`config.mk`:
```
export PLATFORM = sky130hd
export DESIGN_NAME = det_session_ctrl
export DESIGN_NICKNAME = d
export VERILOG_FILES = /design/src/rtl/det_session_ctrl.sv
export SDC_FILE = /design/constraint.sdc
export NUM_CORES = 1
export LEC_CHECK = 0
export CAP_MARGIN = 20
export CORE_MARGIN = 3
export CORE_UTILIZATION = 50
export DETAILED_ROUTE_END_ITERATION = 10
export PLACE_DENSITY = 0.8
export SLEW_MARGIN = 5
export SYNTH_ARGS = -nofsm -noshare
export SYNTH_HDL_FRONTEND = slang
export SYNTH_SLANG_ARGS = --single-unit
```
`constraint.sdc`:
```
create_clock -name clk -period 2.65 [get_ports clk]
set_clock_uncertainty 0.1 [all_clocks]
set_input_delay 0.53 -clock clk [delete_from_list [all_inputs] [get_ports clk]]
set_output_delay 0.53 -clock clk [all_outputs]
set_load 0.03 [all_outputs]
```
`src/rtl/det_session_ctrl.sv`:
```
// rtl/det_session_ctrl.sv - session controller feeding a 1011 overlapping Mealy detector
// Optional first-hit position capture enabled by macro DET_SESSION_FIRST_POS_EN.
module det_session_ctrl #(
  parameter int DATA_W = 16,
  parameter int LEN_W  = 5,
  parameter int CNT_W  = 5
) (
  input  logic              clk,
  input  logic              rst_n,
  input  logic              start_i,
  input  logic [DATA_W-1:0] data_i,
  input  logic [LEN_W-1:0]  len_i,
  input  logic              abort_i,
  output logic              ready_o,
  output logic              busy_o,
  output logic              done_o,
  output logic [CNT_W-1:0]  hit_cnt_o,
  output logic              det_clr_n_o,
  output logic              det_seq_o,
  input  logic              det_hit_i,
  output logic [LEN_W-1:0]  first_pos_o,
  output logic              first_vld_o
);

  typedef enum logic [1:0] {S_IDLE, S_CLR, S_SHIFT, S_DONE} state_t;

  localparam logic [LEN_W-1:0] LP_MAX_LEN = LEN_W'(DATA_W);
  localparam logic [CNT_W-1:0] LP_CNT_MAX = '1;

  state_t            r_state, w_state_nxt;
  logic [DATA_W-1:0] r_shift, w_shift_nxt;
  logic [LEN_W-1:0]  r_len, w_len_nxt;
  logic [LEN_W-1:0]  r_bitcnt, w_bitcnt_nxt;
  logic [LEN_W-1:0]  w_len_clamp;
  logic [CNT_W-1:0]  r_hit_cnt, w_hit_cnt_nxt;
  logic              r_clr_n, w_clr_n_nxt;
  logic              r_seq, w_seq_nxt;

  assign w_len_clamp = (len_i > LP_MAX_LEN) ? LP_MAX_LEN : len_i;

  always_ff @(posedge clk or negedge rst_n) begin
    if (!rst_n) begin
      r_state   <= S_IDLE;
      r_shift   <= '0;
      r_len     <= '0;
      r_bitcnt  <= '0;
      r_hit_cnt <= '0;
      r_clr_n   <= 1'b1;
      r_seq     <= 1'b0;
    end else begin
      r_state   <= w_state_nxt;
      r_shift   <= w_shift_nxt;
      r_len     <= w_len_nxt;
      r_bitcnt  <= w_bitcnt_nxt;
      r_hit_cnt <= w_hit_cnt_nxt;
      r_clr_n   <= w_clr_n_nxt;
      r_seq     <= w_seq_nxt;
    end
  end

  always_comb begin
    w_state_nxt   = r_state;
    w_shift_nxt   = r_shift;
    w_len_nxt     = r_len;
    w_bitcnt_nxt  = r_bitcnt;
    w_hit_cnt_nxt = r_hit_cnt;
    case (r_state)
      S_IDLE: begin
        if (start_i) begin
          w_state_nxt   = S_CLR;
          w_shift_nxt   = data_i;
          w_len_nxt     = w_len_clamp;
          w_bitcnt_nxt  = '0;
          w_hit_cnt_nxt = '0;
        end
      end
      S_CLR: begin
        if (abort_i)             w_state_nxt = S_IDLE;
        else if (r_len == '0)    w_state_nxt = S_DONE;
        else                     w_state_nxt = S_SHIFT;
      end
      S_SHIFT: begin
        if (abort_i) begin
          w_state_nxt = S_IDLE;
        end else begin
          w_shift_nxt  = r_shift << 1;
          w_bitcnt_nxt = r_bitcnt + LEN_W'(1);
          if (det_hit_i && (r_hit_cnt != LP_CNT_MAX))
            w_hit_cnt_nxt = r_hit_cnt + CNT_W'(1);
          if (w_bitcnt_nxt == r_len)
            w_state_nxt = S_DONE;
        end
      end
      S_DONE:  w_state_nxt = S_IDLE;
      default: w_state_nxt = S_IDLE;
    endcase
    // Detector drive is computed from the next state so both pins leave a flop.
    w_clr_n_nxt = (w_state_nxt != S_CLR);
    w_seq_nxt   = (w_state_nxt == S_SHIFT) ? w_shift_nxt[DATA_W-1] : 1'b0;
  end

  assign ready_o     = (r_state == S_IDLE);
  assign busy_o      = (r_state == S_CLR) || (r_state == S_SHIFT);
  assign done_o      = (r_state == S_DONE);
  assign hit_cnt_o   = r_hit_cnt;
  assign det_clr_n_o = r_clr_n;
  assign det_seq_o   = r_seq;

`ifdef DET_SESSION_FIRST_POS_EN
  logic [LEN_W-1:0] r_first_pos;
  logic             r_first_vld;
  logic             w_hit_take;

  assign w_hit_take = (r_state == S_SHIFT) && !abort_i && det_hit_i;

  always_ff @(posedge clk or negedge rst_n) begin
    if (!rst_n) begin
      r_first_pos <= '0;
      r_first_vld <= 1'b0;
    end else if ((r_state == S_IDLE) && start_i) begin
      r_first_pos <= '0;
      r_first_vld <= 1'b0;
    end else if (w_hit_take && !r_first_vld) begin
      r_first_pos <= r_bitcnt;
      r_first_vld <= 1'b1;
    end
  end

  assign first_pos_o = r_first_pos;
  assign first_vld_o = r_first_vld;
`else
  assign first_pos_o = '0;
  assign first_vld_o = 1'b0;
`endif

endmodule

```
==> metrics.txt <==
DRC Markers 0; total number of vias between 1500 and 2000; Int Power ~0.0015 W; status complete, no violations; crit path kind reg2out; Total Wirelength just over 4000 um; share of cells above drive strength 1 roughly 8.4%; leak pwr between 1 and 1.5 nW; die area around 0.0045 mm2; Fin. Hold Viols 0; most instantiated library cell after synthesis nor2_1; Clk pwr share between 10% and 20%; Tot GR Track Use 20.08%; largest net degree at the start of global routing 36; critical path startpoint category register; vias per cell about 5.6; core area between 0.003 and 0.004 mm2; Max Slew Vio Count 0; post-synth top area share between 40% and 50%; nets roughly 260; maximum VDD drop about 0.53 mV; Fillers roughly 280; Seq/Total Area, Yosys between 40% and 50%; HP Class reg2reg; Final setup viols 0; CTS Sinks 35; clk slew on worst S/H paths 0.06 ns; RD Place Congestion 0.8895; FF+latch area just under 900 um2; TritonCTS clock tree done; Antenna Nets Post-Route 0; Antenna diodes 0; Initial Util between 50% and 60%; Psw roughly 0.0011 W; Net Sw Frac a little over two fifths; worst r2r src r_state[0]$_DFF_PN0_; Hold Path Origin r_shift[0]$_DFFE_PN0P_; Multi-input gate area 914.6 um2; WL/cell approximately 15 um; unrepaired setup endpoints after global routing false; Detailed Route Iter0 Violations 100; Port-buffer cells 35; Top FF cell, synth dfrtp_1; Mapped Area between 0.0015 and 0.002 mm2; Die Y slightly below 70 um; Worst EP required between 2 and 2.5 ns; grt ovf 0; Async S/R FF share, synth between 90% and 100%; fmax roughly 420 MHz; Yosys warnings 0; Synth area leaders dfrtp_1, nor2_1, a221oi_1, ha_1, nand2_1; max-cap viol count 0; Critical Path Start r_state[0]$_DFF_PN0_; Synth area leader dfrtp_1; io pins 42; number of placement rows 21; Post-synth EDFFs 0; most instantiated cells after synthesis nor2_1, dfrtp_1, nand2_1; Comb pwr share between 50% and 60%; synthesized flop and latch total 35; clock root buffer clkbuf_8; Yosys cell types 44; sequential power share 35.2%; Critical Path Fanout Max 6; syn avg cell area between 9 and 10 um2; P&R area growth vs syn 25.08%; vias in the first global route between 1000 and 1500; worst skew pair latency between 0.2 and 0.3 ns; HPWL after DPL 2996 um; CP arrival 1.78 ns; setup_tns 0 ns; Clock Tree Buf Depth 2; first-pass GRT wire length around 7000 um; minimum clock period after layout approximately 2.4 ns; Worst setup EP type primary output; power density cells between 1000 and 1500 mW/mm2; hold_buf cts 0; Gate Count Post-Synth roughly 190; final core occ 67.64%; initial antenna violation count 0; Final period util about nine tenths; 1st-pass router iterations 4; H-tree Lvls 2; number of CTS-inserted buffers 5; die width around 67 um
## through the flow
step / instance area (um2) / hold WS [ns] / instances / power, W / setup WS, ns
after global routing: 2346 / 0.4124 / 273 / 0.002827 / 0.1504
after detailed placement: 2271 / 0.3602 / 267 / 0.002252 / 0.2737
after global placement: 2271 / 0.3533 / 267 / 0.002185 / 0.3408
after CTS: 2344 / 0.3749 / 273 / 0.002610 / 0.09307
final: 2346 / 0.3695 / 273 / 0.002589 / 0.2420
after floorplan: 1894 / 0.1344 / 193 / 0.001859 / 0.2659
## placed cells by master (no fill, tap or decap), types with 2 or more instances in the layout
| cell | netlist | layout |
|---|---|---|
| o21ai_0 | 5 | 5 |
| conb_1 | 1 | 6 |
| xnor2_1 | 2 | 2 |
| a221oi_1 | 14 | 14 |
| clkbuf_8 | 0 | 5 |
| nand3b_1 | 5 | 5 |
| o32ai_1 | 2 | 2 |
| dfrtp_1 | 34 | 34 |
| o2111ai_1 | 2 | 2 |
| clkdlybuf4s50_1 | 0 | 34 |
| ha_1 | 7 | 7 |
| inv_1 | 5 | 5 |
| nand2_1 | 22 | 22 |
| nor2_1 | 35 | 35 |
| buf_4 | 7 | 7 |
| nand3_1 | 4 | 4 |
| xor2_1 | 7 | 7 |
| nand2b_1 | 2 | 2 |
| a22o_1 | 2 | 2 |
## worst max-delay path: stages (launching register included)
cell and delay, ns:
dfrtp_1 0.45, inv_1 0.10, ha_1 0.28, clkdlybuf4s50_1 0.66
## per-layer routing
layer | track usage, % | vias up | share of wire (%)
li1 | - | 733 | -
met1 | 26.57 | 735 | 44
met2 | 32.02 | 45 | 49
met3 | 4.659 | 9 | 4.8
met4 | 7.595 | 0 | 2.1
met5 | 0 | - | 0
## area by class of cell
cell class	count	area share (%)
tap	46	2.453
multi-input combinational	139	38.99
timing repair buffer	42	17.28
clock buffer	6	3.093
inverter	5	0.8000
sequential	35	37.39
## kinds of logic after synthesis
group,share of synthesized area (%)
AND/OR/NAND/NOR,20.01
XOR/XNOR,5.470
other,0.1999
adder cells (fa/ha/maj),4.670
flip-flops,46.76
multiplexers,0.8003
buffers and inverters,5.470
AO/OA/AOI/OAI,16.61
## power groups by stage
stage	Clock (W)	Combinational (W)	Sequential, W
2_1_floorplan	0	0.000953	0.000906
3_3_place_gp	0	0.00128	0.000903
3_5_place_dp	0	0.00133	0.000918
4_1_cts	0.000359	0.00134	0.000908
5_1_grt	0.000374	0.00151	0.000942
6_report	0.000346	0.00133	0.000912
## registers in the layout, indices dropped and copies added, names as in the netlist
| register | cells |
|---|---|
| r_bitcnt | 5 |
| r_shift | 16 |
| hit_cnt_o | 5 |
| r_len | 5 |
| det_clr_n_o | 1 |
| det_seq_o | 1 |
| r_state | 2 |
## final timing paths
path | slack (ns) | cells after the start | to
hold / removal | 0.37 | 2 | r_shift[0]$_DFFE_PN0P_
max in group asynchronous | 1.55 | 2 | det_clr_n_o$_DFF_PN1_
setup reg to reg | 0.30 | 6 | hit_cnt_o[1]$_DFFE_PN0P_
setup / recovery | 0.24 | 3 | busy_o
min in group asynchronous | 0.56 | 2 | r_shift[6]$_DFFE_PN0P_
hold reg to reg | 0.37 | 2 | r_shift[0]$_DFFE_PN0P_
## timing repair
action	4_1_cts	5_1_grt
resized for setup	0	1
endpoints found under the hold margin	0	0
setup endpoints to repair	0	1
buffers inserted	0	0
No activity file was read; power rests on OpenSTA's default activity.
